## src/rtl/spdif_playout_ctrl_pkg.sv

```systemverilog
// Shared definitions for the S/PDIF playout controller: FSM state
// encodings, occupancy-counter width helper and status counter width.
package spdif_pkg;

    // FSM state encodings, also visible on the state output
    localparam logic [1:0] ST_IDLE     = 2'd0;
    localparam logic [1:0] ST_PREFILL  = 2'd1;
    localparam logic [1:0] ST_PLAY     = 2'd2;
    localparam logic [1:0] ST_UNDERRUN = 2'd3;

    // Width of the underrun event counter
    localparam int UNDERRUN_CNT_W = 16;

    // Bits needed to hold an occupancy of 0..depth inclusive
    function automatic int level_w(input int depth);
        return $clog2(depth + 1);
    endfunction

    // Occupancy width for the default 16-entry FIFO
    localparam int LEVEL_W = level_w(16);

endpackage

```

## src/rtl/spdif_playout_ctrl_sat_counter.sv

```systemverilog
// Width-parameterised saturating event counter with synchronous clear.
// An increment coinciding with a clear wins: the count restarts at 1 so
// the new event is never lost.
module sat_counter #(
    parameter int WIDTH = 16
) (
    input  logic             clk,
    input  logic             rst,
    input  logic             clr,
    input  logic             inc,
    output logic [WIDTH-1:0] count
);

    localparam logic [WIDTH-1:0] CNT_MAX = '1;
    localparam logic [WIDTH-1:0] CNT_ONE = WIDTH'(1);

    // Count events, stick at all-ones, clear on request
    always_ff @(posedge clk or posedge rst) begin
        if (rst) begin
            count <= '0;
        end else if (inc) begin
            if (clr) begin
                count <= CNT_ONE;
            end else if (count != CNT_MAX) begin
                count <= count + CNT_ONE;
            end
        end else if (clr) begin
            count <= '0;
        end
    end

endmodule

```

## src/rtl/spdif_playout_ctrl.sv

```systemverilog
// Playout controller sitting between the I2S capture side and the S/PDIF
// frame encoder. It gates writes into the sibling stereo FIFO, prefills it
// before playback, issues one FIFO read per encoder frame request and
// substitutes a muted (all-zero) sample on underrun. PREFILL must lie in
// 1..DEPTH and DEPTH must match the attached FIFO.
//
// Handshake: frame_req is a one-cycle request in cycle T. The controller
// answers with sample_valid high for exactly one cycle at T+3 with
// left_out/right_out valid in that same cycle; there is no backpressure.
// A request seen while an earlier one is still in flight is ignored, and a
// request in flight when enable drops is abandoned with no sample_valid.
// fifo_read_en is a registered strobe at T+1; the FIFO presents data at T+2.
module spdif_playout_ctrl
    import spdif_pkg::*;
#(
    parameter int WORDSIZE = 32,
    parameter int DEPTH    = 16,
    parameter int PREFILL  = 8
) (
    input  logic                         clk,
    input  logic                         rst,
    input  logic                         enable,
    input  logic                         wr_en_in,
    output logic                         fifo_write_en,
    output logic                         fifo_read_en,
    output logic                         fifo_flush,
    input  logic                         fifo_full,
    input  logic                         fifo_empty,
    input  logic [WORDSIZE-1:0]          fifo_left,
    input  logic [WORDSIZE-1:0]          fifo_right,
    input  logic                         frame_req,
    output logic [WORDSIZE-1:0]          left_out,
    output logic [WORDSIZE-1:0]          right_out,
    output logic                         sample_valid,
    output logic [$clog2(DEPTH+1)-1:0]   level,
    output logic [UNDERRUN_CNT_W-1:0]    underrun_cnt,
    output logic                         overflow,
    input  logic                         clear_status,
    output logic [1:0]                   state
);

    localparam int              LW          = level_w(DEPTH);
    localparam logic [LW-1:0]   LEVEL_ONE   = LW'(1);
    localparam logic [LW-1:0]   PREFILL_LVL = LW'(PREFILL);

    logic [1:0] state_next;
    logic       start_evt;
    logic       wr_accept;
    logic       rd_done;
    logic       req_busy;
    logic       req_accept;
    logic       play_hit;
    logic       underrun_evt;
    logic       overflow_evt;
    logic       p1_valid;
    logic       p1_mute;
    logic       p2_valid;
    logic       p2_mute;

    // Leaving IDLE: flush the FIFO and restart occupancy tracking
    assign start_evt     = (state == ST_IDLE) & enable;

    // Upstream writes pass only outside IDLE and while the FIFO has room
    assign wr_accept     = wr_en_in & ~fifo_full & (state != ST_IDLE);
    assign fifo_write_en = wr_accept;
    assign overflow_evt  = wr_en_in & fifo_full & (state != ST_IDLE);
    assign rd_done       = fifo_read_en & ~fifo_empty;

    // A request occupies the pipeline from T+1 through its T+3 answer
    assign req_busy      = p1_valid | p2_valid | sample_valid;
    assign req_accept    = frame_req & enable & (state != ST_IDLE) & ~req_busy;

    // Play-or-mute decision is taken on the registered level in cycle T
    assign play_hit      = req_accept & (state == ST_PLAY) & (level != '0);
    assign underrun_evt  = req_accept & (state == ST_PLAY) & (level == '0);

    // Next-state selection; dropping enable always returns to IDLE
    always_comb begin
        state_next = state;
        if (!enable) begin
            state_next = ST_IDLE;
        end else begin
            case (state)
                ST_IDLE:     state_next = ST_PREFILL;
                ST_PREFILL,
                ST_UNDERRUN: if (level >= PREFILL_LVL) state_next = ST_PLAY;
                ST_PLAY:     if (underrun_evt) state_next = ST_UNDERRUN;
                default:     state_next = ST_IDLE;
            endcase
        end
    end

    // State register and one-cycle FIFO flush pulse on leaving IDLE
    always_ff @(posedge clk or posedge rst) begin
        if (rst) begin
            state      <= ST_IDLE;
            fifo_flush <= 1'b0;
        end else begin
            state      <= state_next;
            fifo_flush <= start_evt;
        end
    end

    // Occupancy tracking; held at zero while the FIFO sits in flush, since
    // anything written during that cycle is discarded by the FIFO itself
    always_ff @(posedge clk or posedge rst) begin
        if (rst) begin
            level <= '0;
        end else if (start_evt || fifo_flush) begin
            level <= '0;
        end else begin
            case ({wr_accept, rd_done})
                2'b10:   level <= level + LEVEL_ONE;
                2'b01:   level <= level - LEVEL_ONE;
                default: level <= level;
            endcase
        end
    end

    // Request pipeline: read strobe at T+1, FIFO data at T+2, output at T+3
    always_ff @(posedge clk or posedge rst) begin
        if (rst) begin
            fifo_read_en <= 1'b0;
            p1_valid     <= 1'b0;
            p1_mute      <= 1'b0;
            p2_valid     <= 1'b0;
            p2_mute      <= 1'b0;
            sample_valid <= 1'b0;
            left_out     <= '0;
            right_out    <= '0;
        end else begin
            fifo_read_en <= play_hit;
            p1_valid     <= req_accept;
            p1_mute      <= ~play_hit;
            p2_valid     <= p1_valid & enable;
            p2_mute      <= p1_mute;
            sample_valid <= p2_valid & enable;
            if (p2_valid && enable) begin
                left_out  <= p2_mute ? '0 : fifo_left;
                right_out <= p2_mute ? '0 : fifo_right;
            end
        end
    end

    // Sticky overflow; a fresh overflow beats a coincident clear
    always_ff @(posedge clk or posedge rst) begin
        if (rst) begin
            overflow <= 1'b0;
        end else if (overflow_evt) begin
            overflow <= 1'b1;
        end else if (clear_status) begin
            overflow <= 1'b0;
        end
    end

    sat_counter #(
        .WIDTH (UNDERRUN_CNT_W)
    ) u_underrun_cnt (
        .clk   (clk),
        .rst   (rst),
        .clr   (clear_status),
        .inc   (underrun_evt),
        .count (underrun_cnt)
    );

endmodule

```

## config.mk

```make
export PLATFORM = sky130hd
export DESIGN_NAME = spdif_playout_ctrl
export DESIGN_NICKNAME = d
export VERILOG_FILES = /design/src/rtl/spdif_playout_ctrl_pkg.sv /design/src/rtl/spdif_playout_ctrl_sat_counter.sv /design/src/rtl/spdif_playout_ctrl.sv
export SDC_FILE = /design/constraint.sdc
export NUM_CORES = 1
export LEC_CHECK = 0
export BUFFER_PORTS_ARGS = -buffer_cell sky130_fd_sc_hd__buf_2
export CAP_MARGIN = 10
export CORE_ASPECT_RATIO = 0.6
export CORE_MARGIN = 2
export CORE_UTILIZATION = 50
export CTS_CLUSTER_DIAMETER = 50
export DETAILED_ROUTE_END_ITERATION = 10
export PLACE_DENSITY = 0.78
export RECOVER_POWER = 25
export SLEW_MARGIN = 20
export SYNTH_ARGS = -nofsm -noshare
export SYNTH_HDL_FRONTEND = slang
export SYNTH_HIERARCHICAL = 1
export SYNTH_SLANG_ARGS = --single-unit
```

## constraint.sdc

```tcl
create_clock -name clk -period 5.83 [get_ports clk]
set_input_delay 1.166 -clock clk [delete_from_list [all_inputs] [get_ports clk]]
set_output_delay 1.166 -clock clk [all_outputs]
set_load 0.02 [all_outputs]
```

==> results of run 1 <==
[kinds of logic after synthesis]
logic type                 after synthesis  share of synthesized area, %
AOI/OAI and AO/OA                      105                          14.6
DFF                                     95                          54.7
adders and majority gates                2                         0.576
buffers and inverters                   37                          4.06
xor gates and xnor gates                 1                         0.202
and+or+nand+nor                        202                          25.0
muxes                                    4                         0.921
[registers in the layout, summed over array words and instances, names as in the netlist]
signal	flops
p1_mute	1
fifo_flush	1
fifo_read_en	1
right_out	32
p2_valid	1
overflow	1
p1_valid	1
p2_mute	1
level	5
u_underrun_cnt/count	16
state	2
sample_valid	1
left_out	32
[cell usage in the layout, fill, tap and decap left out, types with 2 or more instances in the layout]
cell,n
inv_1,11
nand4_1,6
nand2_1,81
clkbuf_16,9
mux2i_1,4
clkbuf_1,4
or3_2,3
nor3_1,4
nand3_1,5
nor4b_1,2
bufinv_16,3
nand2b_1,67
o31ai_1,6
a21oi_1,9
buf_4,3
or4_2,2
o21ai_0,68
o21ai_1,3
buf_2,160
or4_1,5
nor2_1,8
clkinvlp_4,2
and4_1,3
nor4_1,2
ha_1,2
a21oi_2,4
a32oi_1,2
and2_1,2
dfrtp_1,95
[per-stage QoR]
step                      utilization, %  power [mW]  cells
after floorplan                        -       0.705    446
after global placement              61.2       0.738    698
after global routing                65.4        1.45    715
after CTS                           65.3        1.41    714
final                               65.4        1.40    715
after detailed placement            61.2       0.740    698
[where the power goes]
group | total, mW | switching, mW | internal (mW)
sequential | 0.665 | 0.00295 | 0.662
combinational | 0.0617 | 0.0383 | 0.0234
clock | 0.670 | 0.239 | 0.431
[layer usage]
metal,part of all wire (%),GRT usage [%]
met4,1.4,5.51
met2,45,35.2
met1,47,32.7
met5,0,0
met3,6.4,5.06
[synthesized netlist by cell type (6+ instances only)]
library cell and number:
a21oi_1 8, buf_2 7, clkbuf_1 15, dfrtp_1 95, inv_1 12, nand2_1 82
nand2b_1 67, nand4_1 6, nor2_1 8, o21ai_0 68, o31ai_1 6
[final cells by class]
cell class,instances,area share [%]
Inverter,12,0.834
Clock inverter,5,1.89
Tap cell,112,2.52
Timing Repair Buffer,166,15.0
Multi-Input combinational cell,314,32.5
Clock buffer,11,4.37
Sequential cell,95,42.8
[path summary, 6_finish.rpt]
path	from	to	slack [ps]	cells after the start
hold / removal	p1_mute	p2_mute	350	0
max in group asynchronous	rst	left_out[7]	3790	3
min in group asynchronous	rst	left_out[1]	820	2
setup reg to reg	p2_valid	u_underrun_cnt/count[6]	2810	7
setup / recovery	frame_req	u_underrun_cnt/count[6]	2420	8
hold reg to reg	p1_mute	p2_mute	350	0
==> impl_metrics.env, run 1 <==
export IMPL_ios=164
export IMPL_worst_setup_path_start_kind="input port"
export IMPL_min_path_type="register to register"
export IMPL_leakage_nw=2.75
export IMPL_async_flop_share_pct=100
export IMPL_final_antenna_net_count=0
export IMPL_cts_buffers=9
export IMPL_grt_max_degree=130
export IMPL_post_dp_hpwl_mm=7.28
export IMPL_worstPathCellList="buf_2 > nor4b_1 > nand3_1 > nor2_1 > o41ai_4 > buf_4 > or4_2 > a21oi_2"
export IMPL_final_hold_violation_count=0
export IMPL_finalNetCount=672
export IMPL_place_congestion=0.852
export IMPL_skew_ps=4.51
export IMPL_setup_viol=0
export IMPL_critPathBufInv=2
export IMPL_slew_headroom_pct=37.6
export IMPL_clock_sinks=95
export IMPL_cts_resized_gates=0
export IMPL_antenna_found_initial=0
export IMPL_tritoncts="built"
export IMPL_clk_pin_slew_ps=60
export IMPL_ir_worst_vdd_v=0.000178
export IMPL_synth_area_leaders="dfrtp_1 55%, nand2b_1 9.6%, o21ai_0 7.8%, nand2_1 7.1%, clkbuf_1 1.3%"
export IMPL_h_tree_depth=3
export IMPL_routed_wl_mm=10.3
export IMPL_synthCells=446
export IMPL_worstPathMaxFanout=17
export IMPL_slowest_stage="or4_2"
export IMPL_grt_usage_pct=22.7
export IMPL_finalInstanceArea_mm2=0.00555
export IMPL_setup_tns_final_ps=0
export IMPL_insertion_delay_ps=330
export IMPL_ys_seq_area_share_pct=54.7
export IMPL_multi_input_area_mm2=0.00181
export IMPL_max_cap_viol_count=0
export IMPL_worstSetupPathType="input port to register"
export IMPL_cts_buffer_depth=2
export IMPL_grt_pass1_vias=3519
export IMPL_netlist_cell_type_count=52
export IMPL_max_freq_ghz=0.293
export IMPL_synth_edf_count=0
export IMPL_wire_per_inst_um=14.5
export IMPL_dieHeight_um=76.2
export IMPL_core_mm2=0.00849
export IMPL_drtIter0Drc=217
export IMPL_nFillCells=700
export IMPL_syn_nets=520
export IMPL_cp_end_kind="register"
export IMPL_netlist_area_mm2=0.00435
export IMPL_cp_top_family="simple AND/OR/NAND/NOR gates"
export IMPL_start_util_pct=51.2
export IMPL_fin_crit_ps=3410
export IMPL_area_growth_pct=27.7
export IMPL_post_cts_setup_buffers=0
export IMPL_die_area_mm2=0.00948
export IMPL_synth_area_per_cell_um2=9.75
export IMPL_grt_remaining_overflow=0
export IMPL_synth_largest_area_cell="dfrtp_1"
export IMPL_yosys_warnings=6
export IMPL_place_area_mm2=0.00519
export IMPL_ys_flop_type="dfrtp_1"
export IMPL_rsz0062_at_grt="false"
export IMPL_first_pass_iters=4
export IMPL_dp_slack_ps=2190
export IMPL_grt_first_pass_wirelength_mm=17.7
export IMPL_rows=26
export IMPL_slew_violations=0
export IMPL_die_w_um=124
export IMPL_vias_per_cell=5.17
export IMPL_hold_buffers=0
export IMPL_synth_top_area_share_pct=54.7
export IMPL_arrival_ps=3670
export IMPL_critPathMaxStageDelay_ps=570
export IMPL_status="finished, final reports clean"
export IMPL_powerDensity_mw_per_mm2=252
export IMPL_ff_latch_area_mm2=0.00238
export IMPL_vias=3700
export IMPL_worstPathRequired_ps=6080
export IMPL_drcViolationCount=0
export IMPL_worst_slew_pin_slew_ps=937
export IMPL_root_buffer="clkbuf_16"
export IMPL_holdWs_ps=350
export IMPL_num_antenna_cells=0
export IMPL_io_buffer_count=163
export IMPL_min_period_over_period_pct=58.6
export IMPL_synth_seq_cells=95
export IMPL_drive_above_1_share_pct=32.5
export IMPL_setup_slack_ps=2420
Power figures use the tool's default switching activity.
==> run 2, diff against run 1 <==
Settings changed: CORE_UTILIZATION 50 to 44, PLACE_DENSITY 0.78 to 0.73.
Clock period 5.83 ns to 3 ns, I/O delays scaled along.
==> run 2 against run 1 <==
The run now ends with capacitance limit, slew limit left; first-iteration DRC count is 1.4% lower; critical path depth unchanged; cell count increased by 3.9%; non-clock buffer count grew 5; sequential cell count unchanged; cell area up 0.59%; utilization shrank 8.0 points; register-to-register slack worse by 2200 ps; power up 86%; sequential share of layout area decreased by 0.25 points; clock skew rose by 1.5 ps; count of clock-buffer cells in the layout decreased by 1; critical path type is now register to register; largest cell class unchanged; highest routed layer unchanged.
==> impl_metrics.env, run 2 (synthesis results as in run 1) <==
export IMPL_status="complete, but fails checks"
export IMPL_violations="capacitance limit, slew limit"
export IMPL_antenna_found_initial=0
export IMPL_wire_per_inst_um=14.6
export IMPL_vias=3721
export IMPL_worst_slew_pin_slew_ps=2120
export IMPL_min_path_type="input port to asynchronous set/reset pin"
export IMPL_worstPathRequired_ps=3250
export IMPL_post_dp_hpwl_mm=7.79
export IMPL_finalNetCount=677
export IMPL_slew_headroom_pct=-41.3
export IMPL_grt_remaining_overflow=0
export IMPL_cts_resized_gates=0
export IMPL_rows=28
export IMPL_die_area_mm2=0.0107
export IMPL_setup_viol=0
export IMPL_r2r_setup_slack_ps=610
export IMPL_fin_util_pct=57.3
export IMPL_place_area_mm2=0.00528
export IMPL_max_cap_viol_count=1
export IMPL_worstSetupPathType="register to register"
export IMPL_tritoncts="built"
export IMPL_drcViolationCount=0
export IMPL_ios=164
export IMPL_post_cts_setup_buffers=0
export IMPL_cts_buffers=9
export IMPL_min_period_over_period_pct=79.8
export IMPL_powerDensity_mw_per_mm2=466
export IMPL_h_tree_depth=3
export IMPL_ff_latch_area_mm2=0.00238
export IMPL_first_pass_iters=4
export IMPL_rr_startpoint="p2_valid"
export IMPL_final_hold_violation_count=0
export IMPL_insertion_delay_ps=330
export IMPL_clock_sinks=95
export IMPL_final_antenna_net_count=0
export IMPL_hold_buffers=0
export IMPL_routed_wl_mm=10.8
export IMPL_max_freq_ghz=0.418
export IMPL_rsz0062_at_grt="false"
export IMPL_cp_end_kind="register"
export IMPL_leakage_nw=2.78
export IMPL_fin_cells=743
export IMPL_dp_cells=727
export IMPL_place_congestion=0.850
export IMPL_drtIter0Drc=214
export IMPL_slew_violations=56
export IMPL_timing_rr_end="u_underrun_cnt/count[2]"
export IMPL_root_buffer="clkbuf_16"
export IMPL_dieHeight_um=81.0
export IMPL_clk_pin_slew_ps=70
export IMPL_grt_usage_pct=19.8
export IMPL_multi_input_area_mm2=0.00180
export IMPL_drive_above_1_share_pct=33.1
export IMPL_ir_worst_vdd_v=0.000285
export IMPL_grt_pass1_vias=3398
export IMPL_grt_first_pass_wirelength_mm=17.0
export IMPL_io_buffer_count=163
export IMPL_r2r_cells=8
export IMPL_final_common_cell="buf_2"
export IMPL_arrival_ps=2650
export IMPL_largest_registers="left_out x32, right_out x32, u_underrun_cnt/count x16"
export IMPL_final_cell_mix="161 x buf_2, 95 x dfrtp_1, 81 x nand2_1"
export IMPL_die_w_um=132
export IMPL_area_growth_pct=28.5
export IMPL_nFillCells=903
export IMPL_worstPathMaxFanout=17
export IMPL_cts_buffer_depth=2
export IMPL_num_antenna_cells=0
export IMPL_worst_setup_path_start_kind="register"
export IMPL_skew_ps=6.01
export IMPL_grt_max_degree=80
export IMPL_setup_tns_final_ps=0
export IMPL_finalInstanceArea_mm2=0.00558
export IMPL_core_mm2=0.00974
export IMPL_start_util_pct=44.6
export IMPL_vias_per_cell=5.01
export IMPL_fin_crit_ps=2390
[run 2: worst max-delay path: stages, from the launching register on]
cell and delay (ps):
dfrtp_1 410, nor4b_1 290, clkbuf_1 190, nand3_1 100
nor2_1 280, o41ai_4 260, buf_4 210, or3_2 410
a21oi_1 160
[run 2: how the worst max path moves through the flow]
| stage | from | endpoint | slack, ps |
|---|---|---|---|
| 6_report | p2_valid | u_underrun_cnt/count[2] | 610 |
| 5_1_grt | rst | left_out[16] | 360 |
| 4_1_cts | p2_valid | u_underrun_cnt/count[2] | 630 |
| 3_5_place_dp | frame_req | u_underrun_cnt/count[6] | 480 |
| 3_3_place_gp | frame_req | u_underrun_cnt/count[2] | 480 |
| 2_1_floorplan | rst | fifo_flush | 380 |
[run 2: where the power goes]
group / switching [mW] / internal, mW / leakage (nW)
registers: 0.00546 / 1.29 / 1.31
clock network: 0.502 / 0.684 / 0.152
logic: 0.0754 / 0.0474 / 1.31
total: 0.583 / 2.02 / 2.78
[run 2: routing by layer]
metal  global-route usage (%)  vias to the layer above  share of wire (%)
li1                         -                     1833                  -
met1                     29.1                     1749                 49
met2                     30.2                      131                 45
met3                     4.56                        8                5.8
met4                     4.30                        0               0.67
met5                        0                        -                  0
[run 2: layout make-up]
| class | instances | share of cell area, % |
|---|---|---|
| clock buffer | 10 | 4.28 |
| clock inverter | 6 | 1.34 |
| inverter | 12 | 0.807 |
| multi-input combinational | 314 | 32.2 |
| sequential | 95 | 42.6 |
| tap | 135 | 3.02 |
| timing repair buffer | 171 | 15.8 |
[run 2: per-stage QoR]
step / worst slack, ps / hold WS (ps) / power, mW
2_1_floorplan: 377 / 331 / 1.37
3_3_place_gp: 483 / 336 / 1.44
3_5_place_dp: 483 / 348 / 1.44
4_1_cts: 630 / 353 / 2.64
5_1_grt: 364 / 361 / 2.70
6_report: 607 / 353 / 2.60
